**src/rtl/trace_capture_unit.sv**
```systemverilog
// Per-instruction trace buffer for the single-cycle MIPS datapath.
// Captures commit state into a ring memory and drains it oldest-first.
module trace_capture_unit #(
   parameter int DATA_WIDTH     = 16,
   parameter int PC_WIDTH       = 10,
   parameter int REG_ADDR_WIDTH = 4,
   parameter int DEPTH          = 16,
   parameter int ENTRY_W        =
      PC_WIDTH + 32 + REG_ADDR_WIDTH + 2 + DATA_WIDTH
) (
   input  logic                        clock,
   input  logic                        reset_n,
   input  logic                        start,
   input  logic [1:0]                  mode,
   input  logic [PC_WIDTH-1:0]         trig_pc,
   input  logic [$clog2(DEPTH):0]      post_count,
   input  logic [PC_WIDTH-1:0]         pc,
   input  logic [31:0]                 instruction,
   input  logic [REG_ADDR_WIDTH-1:0]   write_reg,
   input  logic [DATA_WIDTH-1:0]       write_back,
   input  logic                        reg_write,
   input  logic                        mem_write,
   output logic                        rd_valid,
   output logic [ENTRY_W-1:0]          rd_data,
   input  logic                        rd_ready,
   output logic [1:0]                  state,
   output logic [$clog2(DEPTH):0]      count,
   output logic                        overflow
);

   localparam int AW = $clog2(DEPTH);
   localparam int CW = AW + 1;
   localparam logic [CW-1:0] FULL_C = CW'(DEPTH);
   localparam logic [CW-1:0] LAST_C = CW'(DEPTH - 1);
   localparam logic [CW-1:0] ONE_C  = CW'(1);
   localparam logic [AW-1:0] INC_P  = AW'(1);

   localparam logic [1:0] S_IDLE  = 2'b00;
   localparam logic [1:0] S_ARMED = 2'b01;
   localparam logic [1:0] S_POST  = 2'b10;
   localparam logic [1:0] S_DONE  = 2'b11;

   logic [1:0]          state_q, state_d;
   logic [1:0]          mode_q;
   logic [PC_WIDTH-1:0] trig_q;
   logic [CW-1:0]       post_q, post_cnt;
   logic [CW-1:0]       count_q;
   logic [AW-1:0]       wr_ptr, rd_ptr;
   logic                ovf_q;

   logic [ENTRY_W-1:0]  mem [DEPTH];
   logic [ENTRY_W-1:0]  entry;

   logic ring, qual, full, hit;
   logic wr_en, ring_adv, drop, pop;

   assign entry = {pc, instruction, write_reg,
                   reg_write, mem_write, write_back};

   assign ring = (mode_q == 2'b01);
   assign qual = (mode_q != 2'b10) | reg_write | mem_write;
   assign full = (count_q == FULL_C);
   assign hit  = (pc == trig_q);

   // state register
   always_ff @(posedge clock or negedge reset_n) begin
      if (!reset_n) state_q <= S_IDLE;
      else          state_q <= state_d;
   end

   // next state
   always_comb begin
      state_d = state_q;
      if (start) begin
         state_d = S_ARMED;
      end else begin
         unique case (state_q)
            S_ARMED: begin
               if (ring) begin
                  if (hit)
                     state_d = (post_q == '0) ? S_DONE : S_POST;
               end else if (full ||
                            (wr_en && count_q == LAST_C)) begin
                  state_d = S_DONE;
               end
            end
            S_POST:
               if (post_cnt == ONE_C) state_d = S_DONE;
            default: state_d = state_q;
         endcase
      end
   end

   // per-cycle actions
   always_comb begin
      wr_en = 1'b0;
      drop  = 1'b0;
      pop   = 1'b0;
      if (!start) begin
         unique case (1'b1)
            (state_q == S_ARMED): begin
               if (ring)      wr_en = 1'b1;
               else if (qual) begin
                  drop  = full;
                  wr_en = !full;
               end
            end
            (state_q == S_POST): wr_en = 1'b1;
            (state_q == S_DONE):
               pop = rd_ready && (count_q != '0);
            default: ;
         endcase
      end
   end

   // only ring modes can write into a full buffer
   assign ring_adv = wr_en && full;

   always_ff @(posedge clock or negedge reset_n) begin
      if (!reset_n) begin
         mode_q   <= 2'b00;
         trig_q   <= '0;
         post_q   <= '0;
         post_cnt <= '0;
         count_q  <= '0;
         wr_ptr   <= '0;
         rd_ptr   <= '0;
         ovf_q    <= 1'b0;
      end else if (start) begin
         mode_q   <= (mode == 2'b11) ? 2'b00 : mode;
         trig_q   <= trig_pc;
         post_q   <= post_count;
         count_q  <= '0;
         wr_ptr   <= '0;
         rd_ptr   <= '0;
         ovf_q    <= 1'b0;
      end else begin
         if (drop) ovf_q <= 1'b1;
         if (wr_en) begin
            wr_ptr <= wr_ptr + INC_P;
            if (ring_adv) rd_ptr  <= rd_ptr + INC_P;
            else          count_q <= count_q + ONE_C;
         end
         if (pop) begin
            rd_ptr  <= rd_ptr + INC_P;
            count_q <= count_q - ONE_C;
         end
         if (state_q == S_ARMED && ring && hit)
            post_cnt <= post_q;
         else if (state_q == S_POST)
            post_cnt <= post_cnt - ONE_C;
      end
   end

   always_ff @(posedge clock) begin
      if (wr_en) mem[wr_ptr] <= entry;
   end

   assign rd_valid = (state_q == S_DONE) && (count_q != '0);
   assign rd_data  = rd_valid ? mem[rd_ptr] : '0;
   assign state    = state_q;
   assign count    = count_q;
   assign overflow = ovf_q;

endmodule

```
**config.mk**
```make
export PLATFORM = sky130hd
export DESIGN_NAME = trace_capture_unit
export DESIGN_NICKNAME = d
export VERILOG_FILES = /design/src/rtl/trace_capture_unit.sv
export SDC_FILE = /design/constraint.sdc
export NUM_CORES = 1
export LEC_CHECK = 0
export ABC_AREA = 1
export CORE_UTILIZATION = 50
export CTS_CLUSTER_DIAMETER = 200
export CTS_CLUSTER_SIZE = 30
export DETAILED_ROUTE_END_ITERATION = 12
export PLACE_DENSITY = 0.73
export SLEW_MARGIN = 20
export SYNTH_ARGS = -nofsm -noshare
export SYNTH_HDL_FRONTEND = slang
export SYNTH_SLANG_ARGS = --single-unit
```
**constraint.sdc**
```tcl
create_clock -name clock -period 8 [get_ports clock]
set_clock_uncertainty 0.05 [all_clocks]
set_input_delay 1.2 -clock clock [delete_from_list [all_inputs] [get_ports clock]]
set_output_delay 1.2 -clock clock [all_outputs]
set_load 0.02 [all_outputs]
```
==> impl_metrics.tcl <==
set metrics [dict create \
    place_ws_ns 2.76 \
    path_max_fanout 160 \
    track_usage_pct 23.0 \
    cts_setup_buffers 0 \
    ios 158 \
    async_flop_share_pct 3.58 \
    worst_slack_ns 2.08 \
    post_drt_via_cell_ratio 6.13 \
    ys_seq_area_share_pct 75.2 \
    fin_nets 3269 \
    slew_headroom_pct 18.7 \
    netlist_area_um2 42200 \
    min_from "post_cnt[1]$_DFFE_PN0P_" \
    place_area_um2 44500 \
    drc 0 \
    r2r_slack_ns 4.31 \
    overflow 0 \
    final_cells 4266 \
    cts_buffers 41 \
    cts_resized 0 \
    utilization_pct 54.6 \
    multi_input_area_um2 9220 \
    grt_pass1_vias 25000 \
    hold_violations 0 \
    ys_warn_count 0 \
    clkTransAtPathRegs_ns 0.12 \
    final.setup.tns_ns 0 \
    wl_per_cell_um 23.3 \
    fin_crit_ns 5.92 \
    synthFlopType "edfxtp_1" \
    min_path_type "reg -> reg" \
    cts_tree "yes" \
    antenna_found_initial 3 \
    vias 26200 \
    r2r_end "mem[8][51]$_DFFE_PP_" \
    max_freq_mhz 169 \
    drt-total-wl_mm 99.2 \
    tightest_slew_ns 1.22 \
    cts_sinks 1062 \
    avgSynthCellArea_um2 13.4 \
    die_area_um2 85500 \
    place.gp.congestion 0.759 \
    fin_area_um2 45600 \
    coreArea_um2 83600 \
    end_kind "primary output" \
    cp.arrival_ns 4.67 \
    antenna_cells 0 \
    final.fill_count 6610 \
    critPathLaunch "rd_ptr[1]$_DFFE_PN0P_" \
    dp_cells 4207 \
    initial_utilization_pct 50.5 \
    min_to "post_cnt[1]$_DFFE_PN0P_" \
    cts-root-buf "clkbuf_16" \
    htree_num_levels 2 \
    syn_inst 3151 \
    power_per_cell_area_nw_per_um2 281 \
    ys_ff_latch 1062 \
    status "completed" \
    first_iter_violations 3288 \
    port_buffers 157 \
    rows 106 \
    grt_max_degree 320 \
    syn2layout_area_growth_pct 8.23 \
    synth_cell_types 30 \
    leakagePower_nw 14.2 \
    finalSetupViolCount 0 \
    die-width_um 292 \
    critPathLaunchType "flip-flop" \
    synth-edff-count 1024 \
    drive_gt1_share_pct 3.58 \
    worstSkewPairLatency_ns 0.62 \
    cp.required_ns 6.75 \
    rsz0062_at_grt "no" \
    slew_violations 0 \
    grt_pass1_wl_mm 151 \
    hold_depth 2 \
    r2r_cells 11 \
    first_pass_iters 6 \
    cap_violations 0 \
    ir_drop_v 0.000265 \
    reg2reg_from "state[1]$_DFFE_PN0P_" \
    hpwl_mm 48.5 \
    syn_nets 3250 \
    die_h_um 292 \
    ant_nets 0 \
    final-seq-area_um2 31700 \
    critical_path_class "reg -> out" \
    clock_path_buffers 3 \
    final_min_period_over_clock_period_pct 74.0 \
    hold_buffers 0 \
]
[cells in the mapped netlist (2+ instances only)]
master / count / area (um2)
o211ai_1: 144 / 1080
nand4_1: 8 / 50.1
nor2_1: 626 / 2350
buf_2: 30 / 150
nor3_1: 15 / 75.1
o21ai_1: 33 / 165
ha_1: 13 / 163
xnor2_1: 2 / 17.5
xor2_1: 7 / 61.3
edfxtp_1: 1024 / 30700
inv_4: 2 / 12.5
buf_4: 36 / 270
a21oi_1: 70 / 350
buf_1: 5 / 18.8
o21ai_0: 512 / 2560
nand2_1: 121 / 454
inv_2: 2 / 7.51
dfrtp_1: 38 / 951
o221ai_1: 112 / 981
nand3_1: 75 / 375
inv_1: 58 / 218
buf_6: 12 / 135
clkbuf_1: 140 / 526
o22ai_1: 60 / 375
[kinds of logic after synthesis]
family                     share of synthesized area, %
and+or+nand+nor                                    7.87
AOI/OAI and AO/OA                                  13.1
xor gates and xnor gates                          0.187
buffers and inverters                              3.17
adders and majority gates                         0.433
DFF                                                75.2
[power by group]
group          switching [W]  leakage [nW]  internal (W)
clock network        0.00158         0.561       0.00101
registers           0.000187          9.69       0.00632
logic                0.00257          3.98       0.00115
total                0.00433          14.2       0.00848
[worst max-delay path by stage]
stage	endpoint	depth (start not counted)
3_5_place_dp	mem[8][39]$_DFFE_PP_	10
4_1_cts	rd_data[24]	7
2_1_floorplan	mem[10][0]$_DFFE_PP_	8
6_report	rd_data[24]	7
5_1_grt	rd_data[24]	7
3_3_place_gp	rd_data[54]	9
[placed cells by master (no fill, tap or decap), types with 58 or more instances in the layout]
cell and n:
a21oi_1 70, clkdlybuf4s50_1 156, edfxtp_1 1024, inv_1 58, nand2_1 120, nand3_1 75
nor2_1 622, o211ai_1 144, o21ai_0 512, o221ai_1 112, o22ai_1 60
[final cells by class]
type / instances / share of cell area, %
inverters: 62 / 0.579
flip-flops and latches: 1062 / 69.5
clock buffers: 57 / 2.47
repair buffers: 199 / 4.21
clock inverters: 2 / 0.0631
well taps: 1080 / 2.96
multi-input cells: 1804 / 20.2
[through the flow]
stage | power [W] | hold WS, ns
3_3_place_gp | 0.0102 | 0.415
2_1_floorplan | 0.00913 | 0.399
3_5_place_dp | 0.0103 | 0.416
6_report | 0.0128 | 0.445
5_1_grt | 0.0134 | 0.467
4_1_cts | 0.0128 | 0.447
[state kept, by name, summed over array words and instances (netlist names)]
register,count
count,5
mem,1024
mode_q,2
overflow,1
post_cnt,5
post_q,5
rd_ptr,4
state,2
trig_q,10
wr_ptr,4
[worst max-delay path, cell delays in order, from the launching register on]
cell,delay [ns]
dfrtp_4,0.82
inv_8,0.81
buf_12,0.52
o21ai_0,0.21
o221ai_1,0.22
nand3_1,0.10
a21oi_1,0.52
clkdlybuf4s50_1,0.72
[per-layer routing]
layer  vias up  GRT usage, %  routed length (um)
met5         -             0                  32
met4         6          4.61                1640
met3       123          3.01                8540
met2      1208          37.7               47100
met1     13100          33.2               41900
li1      11800             -                   -
Power figures use the tool's default switching activity.
